[src/rtl/spi_flash_sram_loader.sv]
// spi_flash_sram_loader
// Bootstrap copy engine. On start it reads a boot image from SPI flash using
// READ (0x03) in SPI mode 0 and writes it word by word into asynchronous
// SRAM/PSRAM. Image layout: MAGIC, LEN, LEN data words, optional CRC word.
// Optional feature macro: BOOT_CRC_EN. When defined, a CRC-16/CCITT
// (poly 0x1021, init 0xFFFF, MSB first) over the data words is checked
// against a trailing image word.
module spi_flash_sram_loader #(
    parameter int          ADDR_W     = 22,
    parameter logic [23:0] FLASH_BASE = 24'h000000,
    parameter int unsigned SRAM_BASE  = 0,
    parameter int          CLK_DIV    = 4,
    parameter int          WE_CYCLES  = 3,
    parameter logic [15:0] MAGIC      = 16'hB007
) (
    input  logic              master_clk_i,
    input  logic              master_rst_i,
    input  logic              start_i,
    input  logic              MISO,
    output logic              MOSI,
    output logic              SS,
    output logic              SCK_SPI,
    output logic [ADDR_W-1:0] sram_address_o,
    output logic [15:0]       sram_datain_o,
    output logic              sram_cs_o,
    output logic              sram_oe_o,
    output logic              sram_we_o,
    output logic              sram_adv_o,
    output logic              sram_wait_o,
    output logic [1:0]        sram_lb_ub_o,
    output logic              busy_o,
    output logic              done_o,
    output logic              error
);

    typedef enum logic [3:0] {
        ST_IDLE,
        ST_CMD,
        ST_MAGIC,
        ST_LEN,
        ST_DATA,
        ST_WR_SETUP,
        ST_WR_PULSE,
        ST_WR_HOLD,
        ST_CHK,
        ST_FINISH,
        ST_ERR
    } state_t;

    localparam logic [15:0] DIV_LAST  = 16'(CLK_DIV - 1);
    localparam logic [15:0] WE_LAST   = 16'(WE_CYCLES - 1);
    localparam logic [32:0] SRAM_SPAN = 33'd1 << ADDR_W;

`ifdef BOOT_CRC_EN
    // CHK reads one more word from flash only when the CRC check is built in.
    localparam logic CHK_SHIFTS = 1'b1;

    // CRC-16/CCITT update over one 16-bit word, MSB first.
    function automatic logic [15:0] crc16_word(input logic [15:0] crc_in,
                                               input logic [15:0] data_in);
        logic [15:0] c;
        c = crc_in;
        for (int i = 15; i >= 0; i--) begin
            if ((c[15] ^ data_in[i]) == 1'b1) begin
                c = {c[14:0], 1'b0} ^ 16'h1021;
            end else begin
                c = {c[14:0], 1'b0};
            end
        end
        return c;
    endfunction
`else
    localparam logic CHK_SHIFTS = 1'b0;
`endif

    state_t            state_q, state_d;
    logic [15:0]       div_q, div_d;
    logic [5:0]        bit_cnt_q, bit_cnt_d;
    logic              sck_q, sck_d;
    logic              ss_q, ss_d;
    logic [31:0]       tx_q, tx_d;
    logic [15:0]       rx_q, rx_d;
    logic [15:0]       remaining_q, remaining_d;
    logic [15:0]       wcnt_q, wcnt_d;
    logic [ADDR_W-1:0] addr_q, addr_d;
    logic [15:0]       data_q, data_d;
    logic              cs_q, cs_d;
    logic              we_q, we_d;
    logic              adv_q, adv_d;
    logic [1:0]        lb_ub_q, lb_ub_d;
    logic              busy_q, busy_d;
    logic              done_q, done_d;
    logic              err_q, err_d;
`ifdef BOOT_CRC_EN
    logic [15:0]       crc_q, crc_d;
`endif

    logic              shifting_s;
    logic              phase_done_s;
    logic [5:0]        bits_needed_s;
    logic [32:0]       len_end_s;

    assign MOSI           = tx_q[31];
    assign SS             = ss_q;
    assign SCK_SPI        = sck_q;
    assign sram_address_o = addr_q;
    assign sram_datain_o  = data_q;
    assign sram_cs_o      = cs_q;
    assign sram_oe_o      = 1'b1;
    assign sram_we_o      = we_q;
    assign sram_adv_o     = adv_q;
    assign sram_wait_o    = 1'b0;
    assign sram_lb_ub_o   = lb_ub_q;
    assign busy_o         = busy_q;
    assign done_o         = done_q;
    assign error          = err_q;

    // State, SPI shifter, SRAM strobe and status registers with synchronous reset.
    always_ff @(posedge master_clk_i) begin
        if (master_rst_i) begin
            state_q     <= ST_IDLE;
            div_q       <= 16'd0;
            bit_cnt_q   <= 6'd0;
            sck_q       <= 1'b0;
            ss_q        <= 1'b1;
            tx_q        <= 32'd0;
            rx_q        <= 16'd0;
            remaining_q <= 16'd0;
            wcnt_q      <= 16'd0;
            addr_q      <= '0;
            data_q      <= 16'd0;
            cs_q        <= 1'b1;
            we_q        <= 1'b1;
            adv_q       <= 1'b1;
            lb_ub_q     <= 2'b11;
            busy_q      <= 1'b0;
            done_q      <= 1'b0;
            err_q       <= 1'b0;
`ifdef BOOT_CRC_EN
            crc_q       <= 16'hFFFF;
`endif
        end else begin
            state_q     <= state_d;
            div_q       <= div_d;
            bit_cnt_q   <= bit_cnt_d;
            sck_q       <= sck_d;
            ss_q        <= ss_d;
            tx_q        <= tx_d;
            rx_q        <= rx_d;
            remaining_q <= remaining_d;
            wcnt_q      <= wcnt_d;
            addr_q      <= addr_d;
            data_q      <= data_d;
            cs_q        <= cs_d;
            we_q        <= we_d;
            adv_q       <= adv_d;
            lb_ub_q     <= lb_ub_d;
            busy_q      <= busy_d;
            done_q      <= done_d;
            err_q       <= err_d;
`ifdef BOOT_CRC_EN
            crc_q       <= crc_d;
`endif
        end
    end

    // Next state, SPI bit engine, SRAM write sequencing and status flags.
    always_comb begin
        state_d       = state_q;
        div_d         = div_q;
        bit_cnt_d     = bit_cnt_q;
        sck_d         = sck_q;
        ss_d          = ss_q;
        tx_d          = tx_q;
        rx_d          = rx_q;
        remaining_d   = remaining_q;
        wcnt_d        = wcnt_q;
        addr_d        = addr_q;
        data_d        = data_q;
        cs_d          = cs_q;
        we_d          = we_q;
        adv_d         = adv_q;
        lb_ub_d       = lb_ub_q;
        busy_d        = busy_q;
        done_d        = done_q;
        err_d         = err_q;
`ifdef BOOT_CRC_EN
        crc_d         = crc_q;
`endif
        phase_done_s  = 1'b0;
        len_end_s     = 33'(SRAM_BASE) + {17'd0, rx_q};
        bits_needed_s = (state_q == ST_CMD) ? 6'd32 : 6'd16;
        shifting_s    = (state_q == ST_CMD) || (state_q == ST_MAGIC) ||
                        (state_q == ST_LEN) || (state_q == ST_DATA) ||
                        ((state_q == ST_CHK) && CHK_SHIFTS);

        // SCK toggles every CLK_DIV clocks: MISO is captured on the clock that
        // raises SCK, MOSI advances on the clock that lowers it. A field is
        // complete on the falling edge after its last rising edge, so SCK is
        // always low when the FSM leaves a shifting state.
        if (shifting_s) begin
            if (div_q == DIV_LAST) begin
                div_d = 16'd0;
                if (!sck_q) begin
                    sck_d     = 1'b1;
                    rx_d      = {rx_q[14:0], MISO};
                    bit_cnt_d = bit_cnt_q + 6'd1;
                end else begin
                    sck_d = 1'b0;
                    tx_d  = {tx_q[30:0], 1'b0};
                    if (bit_cnt_q == bits_needed_s) begin
                        phase_done_s = 1'b1;
                        bit_cnt_d    = 6'd0;
                    end else begin
                        phase_done_s = 1'b0;
                    end
                end
            end else begin
                div_d = div_q + 16'd1;
            end
        end else begin
            div_d = 16'd0;
        end

        case (state_q)
            ST_IDLE: begin
                if (start_i) begin
                    state_d   = ST_CMD;
                    tx_d      = {8'h03, FLASH_BASE};
                    bit_cnt_d = 6'd0;
                    sck_d     = 1'b0;
                    done_d    = 1'b0;
                    err_d     = 1'b0;
`ifdef BOOT_CRC_EN
                    crc_d     = 16'hFFFF;
`endif
                end else begin
                    state_d = ST_IDLE;
                end
            end
            ST_CMD: begin
                if (phase_done_s) begin
                    state_d = ST_MAGIC;
                end else begin
                    state_d = ST_CMD;
                end
            end
            ST_MAGIC: begin
                if (phase_done_s) begin
                    state_d = (rx_q == MAGIC) ? ST_LEN : ST_ERR;
                end else begin
                    state_d = ST_MAGIC;
                end
            end
            ST_LEN: begin
                if (phase_done_s) begin
                    if (len_end_s > SRAM_SPAN) begin
                        state_d = ST_ERR;
                    end else if (rx_q == 16'd0) begin
                        state_d = ST_CHK;
                    end else begin
                        state_d     = ST_DATA;
                        remaining_d = rx_q;
                        addr_d      = ADDR_W'(SRAM_BASE);
                    end
                end else begin
                    state_d = ST_LEN;
                end
            end
            ST_DATA: begin
                if (phase_done_s) begin
                    state_d = ST_WR_SETUP;
                    data_d  = rx_q;
`ifdef BOOT_CRC_EN
                    crc_d   = crc16_word(crc_q, rx_q);
`endif
                end else begin
                    state_d = ST_DATA;
                end
            end
            ST_WR_SETUP: begin
                state_d = ST_WR_PULSE;
                wcnt_d  = 16'd0;
            end
            ST_WR_PULSE: begin
                if (wcnt_q == WE_LAST) begin
                    state_d = ST_WR_HOLD;
                end else begin
                    wcnt_d = wcnt_q + 16'd1;
                end
            end
            ST_WR_HOLD: begin
                remaining_d = remaining_q - 16'd1;
                if (remaining_q == 16'd1) begin
                    state_d = ST_CHK;
                end else begin
                    state_d = ST_DATA;
                    addr_d  = addr_q + ADDR_W'(1);
                end
            end
            ST_CHK: begin
`ifdef BOOT_CRC_EN
                if (phase_done_s) begin
                    state_d = (rx_q == crc_q) ? ST_FINISH : ST_ERR;
                end else begin
                    state_d = ST_CHK;
                end
`else
                state_d = ST_FINISH;
`endif
            end
            ST_FINISH: begin
                state_d = ST_IDLE;
            end
            ST_ERR: begin
                state_d = ST_IDLE;
            end
            default: begin
                state_d = ST_IDLE;
            end
        endcase

        // Flash select, SCK parking and busy follow the state being entered.
        if ((state_d == ST_IDLE) || (state_d == ST_FINISH) || (state_d == ST_ERR)) begin
            ss_d   = 1'b1;
            sck_d  = 1'b0;
            busy_d = 1'b0;
        end else begin
            ss_d   = 1'b0;
            busy_d = 1'b1;
        end

        // SRAM strobes are active only across setup, pulse and hold.
        if ((state_d == ST_WR_SETUP) || (state_d == ST_WR_PULSE) || (state_d == ST_WR_HOLD)) begin
            cs_d    = 1'b0;
            adv_d   = 1'b0;
            lb_ub_d = 2'b00;
        end else begin
            cs_d    = 1'b1;
            adv_d   = 1'b1;
            lb_ub_d = 2'b11;
        end
        we_d = (state_d == ST_WR_PULSE) ? 1'b0 : 1'b1;

        // Sticky completion flags; both are cleared when a new load starts.
        if (state_d == ST_FINISH) begin
            done_d = 1'b1;
        end else if (state_d == ST_ERR) begin
            err_d = 1'b1;
        end else begin
            done_d = done_d;
        end
    end

endmodule

[config.mk]
export PLATFORM = sky130hd
export DESIGN_NAME = spi_flash_sram_loader
export DESIGN_NICKNAME = d
export VERILOG_FILES = /design/src/rtl/spi_flash_sram_loader.sv
export SDC_FILE = /design/constraint.sdc
export NUM_CORES = 1
export LEC_CHECK = 0
export CAP_MARGIN = 25
export CORE_MARGIN = 2
export CORE_UTILIZATION = 25
export CTS_BUF_LIST = sky130_fd_sc_hd__clkbuf_4
export DETAILED_ROUTE_END_ITERATION = 10
export HOLD_SLACK_MARGIN = 0.1
export PLACE_DENSITY = 0.41
export SLEW_MARGIN = 20
export SYNTH_ARGS = -nofsm -noshare
export SYNTH_HDL_FRONTEND = slang
export SYNTH_SLANG_ARGS = --single-unit
[constraint.sdc]
create_clock -name master_clk_i -period 2.92 [get_ports master_clk_i]
set_clock_uncertainty 0.15 [all_clocks]
set_input_delay 0.584 -clock master_clk_i [delete_from_list [all_inputs] [get_ports master_clk_i]]
set_output_delay 0.584 -clock master_clk_i [all_outputs]
set_load 0.005 [all_outputs]
==> results.cfg <==
[synthesis]
ys.warnings.count = 0
synth_top_family_by_area = simple AND/OR/NAND/NOR gates
synth-simple-area-share = 0.270
syn_avg_cell_area_sq_um = 8.22
ys.flop_type = dfxtp_1
synthAdderAreaFrac = 0.0148
synth_top_area_cell = dfxtp_1
synth_compound_area_frac = 0.117
syn_nets = 833
synth_xor_area_frac = 0.0519
synthesis.area_sq_um = 6750
synthTopCellsByArea = dfxtp_1 (45%), nor2_1 (6.1%), nand2_1 (5.9%)
ys_ff_latch = 151
synth_mux_area_frac = 0.0554
synth.distinct_cells = 56
synth-edff-count = 0
synth_cells = 821
synth_top_area_frac = 0.448
yosysSeqAreaShare = 0.448
synthArstFlopShare = 0

[power]
p_per_area_nw_per_um2 = 422
netSwitchingPower_uw = 949
ir_drop_v = 0.000209
p_int_uw = 2490
power.leakage_uw = 0.00279
power.share.clock = 0.368
power.total_uw = 3440
switching_share = 0.276
power_frac_seq = 0.603
combPwrFrac = 0.029

[drt]
vias = 5783
post_drt_wl_per_cell_microns = 14.0
drt_wl_total_microns = 17400
dr.pass1.iters = 4
drtIter0Drc = 386
drc = 0
avgViaCountPerCell = 4.66
ant_nets = 0

[timing]
worst_slew_pin_slew_ns = 0.730
fin_crit_sh = 0.947
slew_headroom = 0.512
finalSetupViolCount = 0
fmax_mhz = 362
hold_violations = 0
period_minus_slack_ns = 2.76
rsz0062_at_grt = false
setup_ws_ns = 0.156
whs_ns = 0.276
report.final.slew_viol_count = 0
tns_ns = 0

[layout]
multi_input_area_sq_um = 3470
final_nets = 897
register_area_sq_um = 3020
final_cell_mix = dfxtp_1 (150), nor2_1 (108), nand2_1 (106)
fillerInstances = 2898
syn_to_final_growth_pct = 20.6
drive_above_1_share = 0.100
final_cells = 1242
final_common_cell = dfxtp_1

[hold_path]
hold_path_class = in2reg
hold_start = master_rst_i

[clock_tree]
tritoncts = done
numCtsBuffers = 17
root_buffer = clkbuf_4
cts_num_sinks = 151
path_clk_slew_ns = 0.14
htreeDepth = 4
clk_latency_ns = 0.55
clock_path_buffers = 2

[critical_path]
worstSetupEndpointType = register
crit_fanout = 6
arrival_ns = 3.06
worstReg2RegStart = state_q[2]
r2r_slack_ns = 0.16
path_class = reg2reg
cp-start-kind = register
worstSetupStartpoint = state_q[2]
cp_data_required_time_ns = 3.22

[global_route]
groute.layer.met2.usage = 0.200
grt_use_met3 = 0.0242
grt_pass1_wl_microns = 28700
grtUsageMet1 = 0.170
grt_busiest_layer = met2
grt_pass1_vias = 5615
grt_max_degree = 36
grt.overflow.total = 0
track_usage = 0.125
antenna_found_initial = 2

[outcome]
status = finished clean

[placed_design]
dp_cells = 1206
place_congestion = 0.792
pre_cts_ws_ns = 0.0852
io_buffers = 52
dp_hpwl_microns = 11800

[die]
start_util = 0.253
die_h_microns = 168
die_x_microns = 168
core_area_sq_um = 26700
num_rows = 60
die_area_sq_um = 28300
ios = 55

[flow_run]
max_cap_viol_count = 0
[cells by family (layout without fill, tap and decap cells)]
group,after synthesis,count (layout)
AO/OA/AOI/OAI,137,137
XOR/XNOR,40,40
flip-flops,151,151
AND/OR/NAND/NOR,378,378
buffers and inverters,68,145
other,2,5
adder cells (fa/ha/maj),8,8
multiplexers,37,37
[layer usage]
layer	wire length, microns	part of all wire
met1	8750	0.50
met2	8150	0.47
met3	418	0.024
met4	83	0.0048
met5	0	0
[power groups by stage]
stage          Sequential (uW)  Clock (uW)  Combinational (uW)
2_1_floorplan             2120           0                61.6
3_3_place_gp              2120           0                 103
3_5_place_dp              2120           0                 102
4_1_cts                   2070        1360                 102
5_1_grt                   2080        1410                 111
6_report                  2070        1260                 101
[timing repair]
item                                    CTS  global route
buffers inserted                          0             1
hold buffers                              0             0
endpoints found under the setup margin    0            12
gates resized for setup                   0             5
[cell type report]
type	count	area share
Antenna cell	3	0.000922
Clock buffer	18	0.0166
Clock inverter	14	0.0160
Inverter	18	0.00830
Multi-Input combinational cell	602	0.426
Sequential cell	151	0.371
Tap cell	341	0.0524
Timing Repair Buffer	95	0.108
[sequential cells by signal, indices dropped and copies added (netlist names), 4 cells and up]
name and count:
tx_q 32, sram_address_o 22, div_q 16, remaining_q 16, rx_q 16, sram_datain_o 16, wcnt_q 16, bit_cnt_q 6
state_q 4
[synth_stat cells, drive strengths merged (16+ instances only)]
| cell type | instances |
|---|---|
| nand3 | 31 |
| a21oi | 63 |
| dfxtp | 151 |
| xnor2 | 29 |
| buf | 18 |
| nor2 | 110 |
| nor4 | 16 |
| clkbuf | 32 |
| nor3 | 29 |
| mux2i | 34 |
| o21ai | 37 |
| nand2 | 106 |
| inv | 18 |
[worst max-delay path, cell delays in order, from the launching register on]
cell and delay, ns:
dfxtp_1 0.44, nor3_1 0.08, or3b_1 0.46, nor4_4 0.30, buf_6 0.16, mux2_2 0.33, o311a_1 0.30, a21boi_1 0.15
or3_1 0.30
[stage by stage]
step                      instance area [sq um]   util
after global placement                     7840  0.293
final                                      8140  0.305
after global routing                       8140  0.305
after CTS                                  8110  0.303
after detailed placement                   7840  0.293
after floorplan                            6760      -
[path summary, 6_finish.rpt]
kind	cells past startpoint	endpoint
max	8	SS
min reg2reg	1	div_q[0]
min	2	wcnt_q[1]
max reg2reg	8	SS
No activity file was read; power rests on OpenSTA's default activity.
